### src/rtl/lut_bank_pipe_if.sv
// Signal bundle for lut_bank_pipe: truth-table write port, input stream and
// output stream. The design side uses the slave modport.
interface lut_bank_pipe_if #(
    parameter int K        = 4,
    parameter int CHANNELS = 4,
    parameter int CNT_W    = 16
);
    localparam int TW   = 1 << K;
    localparam int CH_W = (CHANNELS > 1) ? $clog2(CHANNELS) : 1;

    logic                  cfg_we;
    logic [CH_W-1:0]       cfg_ch;
    logic [TW-1:0]         cfg_tt;
    logic                  cfg_err;

    logic                  in_valid;
    logic                  in_ready;
    logic [CHANNELS*K-1:0] in_data;

    logic                  out_valid;
    logic                  out_ready;
    logic [CHANNELS-1:0]   out_data;

    logic [CNT_W-1:0]      eval_count;

    modport master (
        output cfg_we, cfg_ch, cfg_tt, in_valid, in_data, out_ready,
        input  cfg_err, in_ready, out_valid, out_data, eval_count
    );

    modport slave (
        input  cfg_we, cfg_ch, cfg_tt, in_valid, in_data, out_ready,
        output cfg_err, in_ready, out_valid, out_data, eval_count
    );
endinterface

### src/rtl/lut_bank_pipe.sv
// Bank of CHANNELS runtime-loadable K-input truth tables evaluated in a
// two-stage valid/ready pipeline, with a saturating delivered-beat counter.
module lut_bank_pipe #(
    parameter int                K        = 4,
    parameter int                CHANNELS = 4,
    parameter logic [(1<<K)-1:0] INIT_TT  = 16'h1796,
    parameter int                CNT_W    = 16
) (
    input  logic           clk,
    input  logic           rst_n,
    lut_bank_pipe_if.slave bus
);
    localparam int TW   = 1 << K;
    localparam int CH_W = (CHANNELS > 1) ? $clog2(CHANNELS) : 1;

    logic [CHANNELS-1:0][TW-1:0] tt_q, tt_d;
    logic                        cfg_err_q, cfg_err_d;
    logic                        s1_valid_q, s1_valid_d;
    logic [CHANNELS-1:0]         s1_data_q, s1_data_d;
    logic                        s2_valid_q, s2_valid_d;
    logic [CHANNELS-1:0]         s2_data_q, s2_data_d;
    logic [CNT_W-1:0]            eval_count_q, eval_count_d;

    logic                        s1_en;
    logic                        s2_en;
    logic                        accept;
    logic                        deliver;
    logic                        cfg_hit;
    logic [CHANNELS-1:0]         lut_bits;

    // S2 frees when empty or draining; S1 may advance whenever S2 can take it.
    assign s2_en   = !s2_valid_q || bus.out_ready;
    assign s1_en   = !s1_valid_q || s2_en;
    assign accept  = bus.in_valid && s1_en;
    assign deliver = s2_valid_q && bus.out_ready;

    always_comb begin
        // NOTE: every variable gets a default before any branch so that no
        // path leaves it unassigned, which would otherwise infer a latch.
        tt_d         = tt_q;
        cfg_err_d    = 1'b0;
        cfg_hit      = 1'b0;
        s1_valid_d   = s1_valid_q;
        s1_data_d    = s1_data_q;
        s2_valid_d   = s2_valid_q;
        s2_data_d    = s2_data_q;
        eval_count_d = eval_count_q;
        lut_bits     = '0;

        // Lookup reads the current tables, so a same-cycle write is not seen.
        for (int c = 0; c < CHANNELS; c++) begin
            lut_bits[c] = tt_q[c][bus.in_data[c*K +: K]];
        end

        if (bus.cfg_we) begin
            for (int c = 0; c < CHANNELS; c++) begin
                if (bus.cfg_ch == CH_W'(c)) begin
                    tt_d[c] = bus.cfg_tt;
                    cfg_hit = 1'b1;
                end
            end
            cfg_err_d = !cfg_hit;
        end

        if (s1_en) begin
            s1_valid_d = bus.in_valid;
            if (accept) begin
                s1_data_d = lut_bits;
            end
        end

        if (s2_en) begin
            s2_valid_d = s1_valid_q;
            if (s1_valid_q) begin
                s2_data_d = s1_data_q;
            end
        end

        if (deliver && (eval_count_q != {CNT_W{1'b1}})) begin
            eval_count_d = eval_count_q + CNT_W'(1);
        end
    end

    always_ff @(posedge clk) begin
        // NOTE: state registers use non-blocking assignments so every flop
        // samples the pre-edge value of every other flop.
        if (!rst_n) begin
            // NOTE: the table array is reset because INIT_TT is part of the
            // block's behaviour; a plain storage array would not need it.
            tt_q         <= {CHANNELS{INIT_TT}};
            cfg_err_q    <= 1'b0;
            s1_valid_q   <= 1'b0;
            s1_data_q    <= '0;
            s2_valid_q   <= 1'b0;
            s2_data_q    <= '0;
            eval_count_q <= '0;
        end else begin
            tt_q         <= tt_d;
            cfg_err_q    <= cfg_err_d;
            s1_valid_q   <= s1_valid_d;
            s1_data_q    <= s1_data_d;
            s2_valid_q   <= s2_valid_d;
            s2_data_q    <= s2_data_d;
            eval_count_q <= eval_count_d;
        end
    end

    assign bus.in_ready   = s1_en;
    assign bus.out_valid  = s2_valid_q;
    assign bus.out_data   = s2_data_q;
    assign bus.cfg_err    = cfg_err_q;
    assign bus.eval_count = eval_count_q;

endmodule

### src/flat_wrapper.sv
// flat-port wrapper written by rule: the top's interface ports become plain ports
module lut_bank_pipe_flat 
#(
    parameter int                K        = 4,
    parameter int                CHANNELS = 4,
    parameter logic [(1<<K)-1:0] INIT_TT  = 16'h1796,
    parameter int                CNT_W    = 16
)
  (clk, rst_n, bus_cfg_we, bus_cfg_ch, bus_cfg_tt, bus_in_valid, bus_in_data, bus_out_ready, bus_cfg_err, bus_in_ready, bus_out_valid, bus_out_data, bus_eval_count);
  lut_bank_pipe_if #(.K(K), .CHANNELS(CHANNELS), .CNT_W(CNT_W)) bus_i ();
  input  logic clk;
  input  logic rst_n;
  input wire logic [$bits(bus_i.cfg_we)-1:0] bus_cfg_we;
  input wire logic [$bits(bus_i.cfg_ch)-1:0] bus_cfg_ch;
  input wire logic [$bits(bus_i.cfg_tt)-1:0] bus_cfg_tt;
  input wire logic [$bits(bus_i.in_valid)-1:0] bus_in_valid;
  input wire logic [$bits(bus_i.in_data)-1:0] bus_in_data;
  input wire logic [$bits(bus_i.out_ready)-1:0] bus_out_ready;
  output wire logic [$bits(bus_i.cfg_err)-1:0] bus_cfg_err;
  output wire logic [$bits(bus_i.in_ready)-1:0] bus_in_ready;
  output wire logic [$bits(bus_i.out_valid)-1:0] bus_out_valid;
  output wire logic [$bits(bus_i.out_data)-1:0] bus_out_data;
  output wire logic [$bits(bus_i.eval_count)-1:0] bus_eval_count;
  assign bus_i.cfg_we = bus_cfg_we;
  assign bus_i.cfg_ch = bus_cfg_ch;
  assign bus_i.cfg_tt = bus_cfg_tt;
  assign bus_i.in_valid = bus_in_valid;
  assign bus_i.in_data = bus_in_data;
  assign bus_i.out_ready = bus_out_ready;
  assign bus_cfg_err = bus_i.cfg_err;
  assign bus_in_ready = bus_i.in_ready;
  assign bus_out_valid = bus_i.out_valid;
  assign bus_out_data = bus_i.out_data;
  assign bus_eval_count = bus_i.eval_count;
  lut_bank_pipe #(.K(K), .CHANNELS(CHANNELS), .INIT_TT(INIT_TT), .CNT_W(CNT_W)) u_core (.clk(clk), .rst_n(rst_n), .bus(bus_i));
endmodule
### config.mk
export PLATFORM = sky130hd
export DESIGN_NAME = lut_bank_pipe_flat
export DESIGN_NICKNAME = d
export VERILOG_FILES = /design/src/rtl/lut_bank_pipe_if.sv /design/src/rtl/lut_bank_pipe.sv /design/src/flat_wrapper.sv
export SDC_FILE = /design/constraint.sdc
export NUM_CORES = 1
export LEC_CHECK = 0
export BUFFER_PORTS_ARGS = -buffer_cell sky130_fd_sc_hd__buf_2
export CAP_MARGIN = 40
export CORE_MARGIN = 1
export CORE_UTILIZATION = 51
export CTS_CLUSTER_DIAMETER = 40
export DETAILED_ROUTE_END_ITERATION = 16
export PLACE_DENSITY = 0.76
export SETUP_SLACK_MARGIN = 0.2
export SLEW_MARGIN = 20
export SYNTH_ARGS = -nofsm -noshare
export SYNTH_HDL_FRONTEND = slang
export SYNTH_SLANG_ARGS = --single-unit
### constraint.sdc
create_clock -name clk -period 1.5 [get_ports clk]
set_input_delay 0.075 -clock clk [delete_from_list [all_inputs] [get_ports clk]]
set_output_delay 0.075 -clock clk [all_outputs]
set_load 0.005 [all_outputs]
==> results of run 1 <==
-- per-layer routing --
layer / GRT usage (%) / up-vias / wire length (um)
met4: 9.41 / 0 / 215
met1: 34.4 / 1811 / 4580
met3: 4.55 / 20 / 798
li1: - / 1809 / -
met2: 42.4 / 152 / 5280
met5: 0 / - / 0
-- registers in the layout (all words and copies together) (netlist names) --
register,count
u_core.tt_q,64
u_core.bus.eval_count,16
u_core.bus.out_data,4
u_core.s1_data_q,4
u_core.bus.cfg_err,1
u_core.bus.out_valid,1
u_core.s1_valid_q,1
-- power by group through the flow --
stage | clock network [mW] | logic [mW] | registers (mW)
after global routing | 1.64 | 0.580 | 2.57
after CTS | 1.54 | 0.518 | 2.55
after floorplan | 0 | 0.302 | 2.60
after detailed placement | 0 | 0.498 | 2.61
final | 1.53 | 0.532 | 2.56
after global placement | 0 | 0.486 | 2.61
-- per-stage QoR --
| step | setup WS, ps | cell area [um^2] | utilization (%) |
|---|---|---|---|
| 2_1_floorplan | -13.6 | 4070 | - |
| 3_3_place_gp | 16.2 | 4580 | 61.8 |
| 3_5_place_dp | -52.9 | 4580 | 61.8 |
| 4_1_cts | -34.4 | 4930 | 66.6 |
| 5_1_grt | -64.9 | 5050 | 68.2 |
| 6_report | -12.3 | 5050 | 68.2 |
-- layout make-up --
type                    count  area [um^2]  area share (%)
flip-flops and latches     91         1850            36.7
repair buffers            101          637            12.6
inverters                   4         15.0           0.297
well taps                  99          124            2.45
multi-input cells         347         2250            44.5
clock inverters             6         46.3           0.916
clock buffers              10          128            2.53
-- placed cells by master, fill, tap and decap left out, types with 7 or more instances in the layout --
cell type,instances
nand2_1,143
dfxtp_1,72
buf_2,62
a21oi_1,38
nand3_1,35
buf_4,31
dfxtp_2,16
mux2i_1,14
mux4_2,12
nand2b_1,9
clkbuf_8,9
nor2b_1,7
-- worst max-delay path, cell delays in order (launching register included) --
cell and delay (ps):
dfxtp_4 380, ha_4 160, and3_4 200, nor3b_4 170, or4_4 410, a21oi_2 130
-- kinds of logic (layout without fill, tap and decap cells) --
kind of cell,after synthesis,in the layout
adders and majority gates,1,1
and+or+nand+nor,241,241
DFF,91,91
buffers and inverters,30,121
muxes,30,30
AOI/OAI and AO/OA,74,74
other,1,1
-- how the worst max path moves through the flow --
stage	from	to	cells after the start
after global placement	u_core.bus.eval_count[1]	u_core.bus.eval_count[13]	4
after global routing	u_core.bus.eval_count[0]	u_core.bus.eval_count[6]	5
final	u_core.bus.eval_count[0]	u_core.bus.eval_count[13]	5
after CTS	u_core.bus.eval_count[0]	u_core.bus.eval_count[13]	5
after floorplan	u_core.bus.eval_count[1]	u_core.bus.eval_count[13]	6
after detailed placement	u_core.bus.eval_count[1]	u_core.bus.eval_count[13]	4
-- timing repair --
action / in CTS / in global routing
hold buffers: 4 / 0
resized for setup: 26 / 29
setup buffers: 7 / 4
cloned: 1 / 0
endpoints found under the setup margin: 20 / 20
pin swaps: 14 / 17
endpoints found under the hold margin: 7 / 0
==> impl_metrics.toml, run 1 <==
[outcome]
outcome = "finished with violations"
violations_in_the_final_reports = "setup timing"

[clocking]
cts.htree.levels = 3
insertion_delay_ps = 360
numClockSinks = 91
tritoncts = "yes"
cts-root-buf = "clkbuf_8"
tritoncts.num_buffers = 9
clock_path_buffers = 2
clk_pin_slew_worst_paths_ps = 100

[pwr]
max-vdd-ir-drop_mv = 0.546
cellInternalPower_mw = 3.36
seqPwrFrac_pct = 55.4
clock_power_share_pct = 33.1
p_sw_share_pct = 27.3
power.static_leakage_nw = 2.18
finalPower_mw = 4.62
switchingPower_mw = 1.26
power.density_cell_area_mw_per_mm2 = 914
power_frac_comb_pct = 11.5

[worst_setup_path]
critPathKind = "reg -> reg"
critPathMaxFanout = 6
r2r_cells = 5
r2r_start = "u_core.bus.eval_count[0]"
r2r_slack_ps = -10
cp_data_required_time_ps = 1790
rr_endpoint = "u_core.bus.eval_count[13]"
critPathArrivalTime_ps = 1810
critical_path_start_type = "register"
critical_path.endpoint_type = "register"

[layout]
area.growth.synth_to_final_pct = 26.3
insertedDiodeCount = 0
filler_cell_count = 580
drive_gt1_share_pct = 33.1
finalNetCount = 594
layout.cells.non_filler = 658

[hold_path]
hold_path_startpoint = "bus_cfg_tt[15]"
min_delay_worst_endpoint = "u_core.tt_q[31]"
holdCritPathClass = "in -> reg"
hold-path-cell-count = 3

[synthesis]
proportion_of_synthesized_area_in_mux_cells_pct = 11.4
synth.top_cells.by_area = "dfxtp_1 46%, nand2_1 14%, mux4_2 6.8%, a21oi_1 5.9%, nand3_1 4.5%"
mapped_area_mm2 = 0.00400
commonest_cells_in_the_synthesized_netlist = "144 x nand2_1, 91 x dfxtp_1, 47 x a21oi_1, 36 x nand3_1, 19 x clkbuf_1"
yosys_warnings = 0
synth_top_flop_cell = "dfxtp_1"
synth_area_per_cell_um2 = 8.55
asyncSetResetFlopFracSynth_pct = 0
synthCells = 468
post_synth_num_cell_types = 44
synth_area_in_compound_gates_pct = 11.1
adder_cell_share_of_the_synthesized_area_pct = 0.313
yosysSeqAreaShare_pct = 45.5
synth.most_common_cell = "nand2_1"
post-synth-top-area-cell = "dfxtp_1"
post_synth_and_or_nand_nor_area_fraction_pct = 28.3
postSynthRegisterBits = 91
synth_xor_xnor_area_share_pct = 0
combinational_family_with_the_most_area_after_synthesis = "simple AND/OR/NAND/NOR gates"
synth-edff-count = 0
synthDominantCellAreaShare_pct = 45.5
syn-num-nets = 508

[global_route]
largest_net_degree_at_the_start_of_global_routing = 45
groute.usage.overall_pct = 26.0
antenna_found_initial = 0
grt_pass1_vias = 3478
gr-total-overflow = 0
first_pass_grt_wire_length_mm = 16.8

[die]
row_count = 31
dieArea_mm2 = 0.00820
die_w_um = 90.6
io_pins = 62
fp.dieH_um = 90.6
initial_utilization_pct = 54.0
core_area_mm2 = 0.00741

[route]
detail_route.wirelength_mm = 10.9
drtIter0Drc = 386
ant_nets = 0
detailedRoute.firstPassIterationCount = 5
drc = 0
detail_route.vias_per_cell = 5.76
detail_route.wl_per_cell_um = 16.5
routed-via-count = 3792

[timing]
timing.final.setup_violations = 1
clock.fmax_mhz = 661
finalMaxSlewViolations = 0
clock_skew_ps = 8.15
totalNegativeSetupSlack_ps = -12.3
max_slew.worst_pin.slew_ps = 625
grt_setup_unrepaired = "true"
finalHoldViolations = 0
period_needed_ps = 1510
worst_hold_slack_ps = 11.4
layout_worst_path_cycle_share_pct = 101
layout_setup_ws_ps = -12.3
relSlewSlack_pct = 58.3

[placed_design]
dp.cells = 626
dp_hpwl_mm = 6.93
buffer_ports.inserted = 61
place_congestion = 0.839

[flow_run]
drv_cap = 0
(Power assumes the default switching activity.)
==> inputs of run 2 (changes only) <==
Clock period 1.5 ns to 1.3 ns, I/O delays scaled along.
==> run 2 against run 1 <==
Compared with the run above:
- the flow still finishes with violations (setup timing)
- wire length up 10%
- clock skew grew 4.0 ps
- die area is the same
- first-iteration DRC count fell by 8.5%
- critical path depth unchanged
- fmax down 1.6%
- register-to-register slack lost 220 ps
- via count up 5.3%
- final cell count rose by 3.8%
- largest cell class unchanged
==> impl_metrics.toml, run 2 (same netlist as run 1, synthesis figures left out) <==
[timing]
clock_skew_ps = 12.1
layout_setup_ws_ps = -237
finalMaxSlewViolations = 0
finalHoldViolations = 0
grt_setup_unrepaired = "true"
period_needed_ps = 1540
clock.fmax_mhz = 651
worst_hold_slack_ps = 13.0
layout_worst_path_cycle_share_pct = 118
timing.final.setup_violations = 23

[placed_design]
dpl_worst_slack_ps = -281
dp_hpwl_mm = 7.33
buffer_ports.inserted = 61
postPlaceCellArea_mm2 = 0.00475
place_congestion = 0.840

[layout]
finalNetCount = 619
drive_gt1_share_pct = 37.7
largest_reg_flops = 64
layout.cells.most_common = "nand2_1"
fin_util_pct = 72.5
insertedDiodeCount = 0
area.growth.synth_to_final_pct = 34.2
post-route-cell-area_mm2 = 0.00537
layout_common_cells = "144 x nand2_1, 73 x dfxtp_1, 59 x buf_2"
filler_cell_count = 548
top_register = "u_core.tt_q"

[outcome]
outcome = "finished with violations"
violations_in_the_final_reports = "setup timing"

[route]
drc = 0
detailedRoute.firstPassIterationCount = 5
drtIter0Drc = 353
ant_nets = 0
routed-via-count = 3994
detail_route.vias_per_cell = 5.85
detail_route.wl_per_cell_um = 17.5
detail_route.wirelength_mm = 12.0

[die]
dieArea_mm2 = 0.00820
die_w_um = 90.6
io_pins = 62
initial_utilization_pct = 54.0
fp.dieH_um = 90.6
core_area_mm2 = 0.00741
row_count = 31

[pwr]
max-vdd-ir-drop_mv = 0.683
power.density_cell_area_mw_per_mm2 = 1030
power_frac_comb_pct = 12.7
p_sw_share_pct = 27.5
clock_power_share_pct = 33.7
seqPwrFrac_pct = 53.6
cellInternalPower_mw = 3.99
switchingPower_mw = 1.52
power.static_leakage_nw = 2.31
finalPower_mw = 5.50

[hold_path]
hold-path-cell-count = 3
holdCritPathClass = "in -> reg"

[flow_run]
drv_cap = 0

[worst_setup_path]
critPathMaxFanout = 5
r2r_cells = 5
cp_data_required_time_ps = 1590
worst-path-buf-inv = 0
critPathArrivalTime_ps = 1830
critical-path-max-stage-delay_ps = 500
timing.critical_path.slowest_stage_cell = "or4_4"
cp_cell_sequence = "ha_4 > and3_4 > nand2_4 > or4_4 > a21oi_2"
critPathKind = "reg -> reg"
critPathTopFamily = "simple AND/OR/NAND/NOR gates"
crit_cells = 5
critical_path.endpoint_type = "register"
critical_path_start_type = "register"

[clocking]
tritoncts = "yes"
cts.htree.levels = 3
numClockSinks = 91
tritoncts.num_buffers = 9
cts-root-buf = "clkbuf_8"
clk_pin_slew_worst_paths_ps = 100
insertion_delay_ps = 360
clock_path_buffers = 2

[global_route]
gr-total-overflow = 0
groute.usage.overall_pct = 28.5
first_pass_grt_wire_length_mm = 18.3
largest_net_degree_at_the_start_of_global_routing = 42
grt_pass1_vias = 3790
antenna_found_initial = 0
[run 2: final timing paths]
check	slack (ps)	endpoint	start
setup / recovery	-240	u_core.bus.eval_count[6]	u_core.bus.eval_count[1]
hold / removal	10	u_core.tt_q[39]	bus_cfg_tt[7]
setup reg to reg	-240	u_core.bus.eval_count[6]	u_core.bus.eval_count[1]
hold reg to reg	460	u_core.tt_q[45]	u_core.tt_q[45]
[run 2: power by group through the flow]
stage	registers (mW)	logic, mW	clock network, mW
3_3_place_gp	3.01	0.595	0
3_5_place_dp	3.01	0.610	0
6_report	2.95	0.700	1.85
5_1_grt	2.96	0.755	1.99
2_1_floorplan	2.99	0.358	0
4_1_cts	2.95	0.646	1.87
[run 2: layout make-up]
cell class	instances	area, um^2	area share [%]
multi-input combinational	347	2310	43.0
timing repair buffer	126	872	16.2
tap	99	124	2.31
clock buffer	10	138	2.56
clock inverter	6	52.6	0.979
inverter	4	17.5	0.326
sequential	91	1860	34.6
[run 2: through the flow]
step | std cells | setup TNS (ps)
final | 683 | -2410
after global routing | 683 | -3540
after CTS | 676 | -1920
after detailed placement | 647 | -3350
after global placement | 647 | -1920
after floorplan | 468 | -1660
[run 2: worst reg2reg max path, stage by stage (launching register included)]
cell	delay, ps
dfxtp_4	380
ha_4	130
and3_4	240
nand2_4	90
or4_4	500
a21oi_2	130
[run 2: layer usage]
layer / track usage, % / wire (um)
met1: 36.9 / 5020
met2: 47.0 / 5880
met3: 4.38 / 730
met4: 12.8 / 355
met5: 0 / 0
[run 2: repair_timing]
item                                    4_1_cts  5_1_grt
cloned                                        1        0
pin swaps                                    13       13
hold buffers                                  6        0
setup buffers                                 6        7
endpoints found under the setup margin       26       27
gates resized for setup                      29       45
endpoints found under the hold margin        12        0
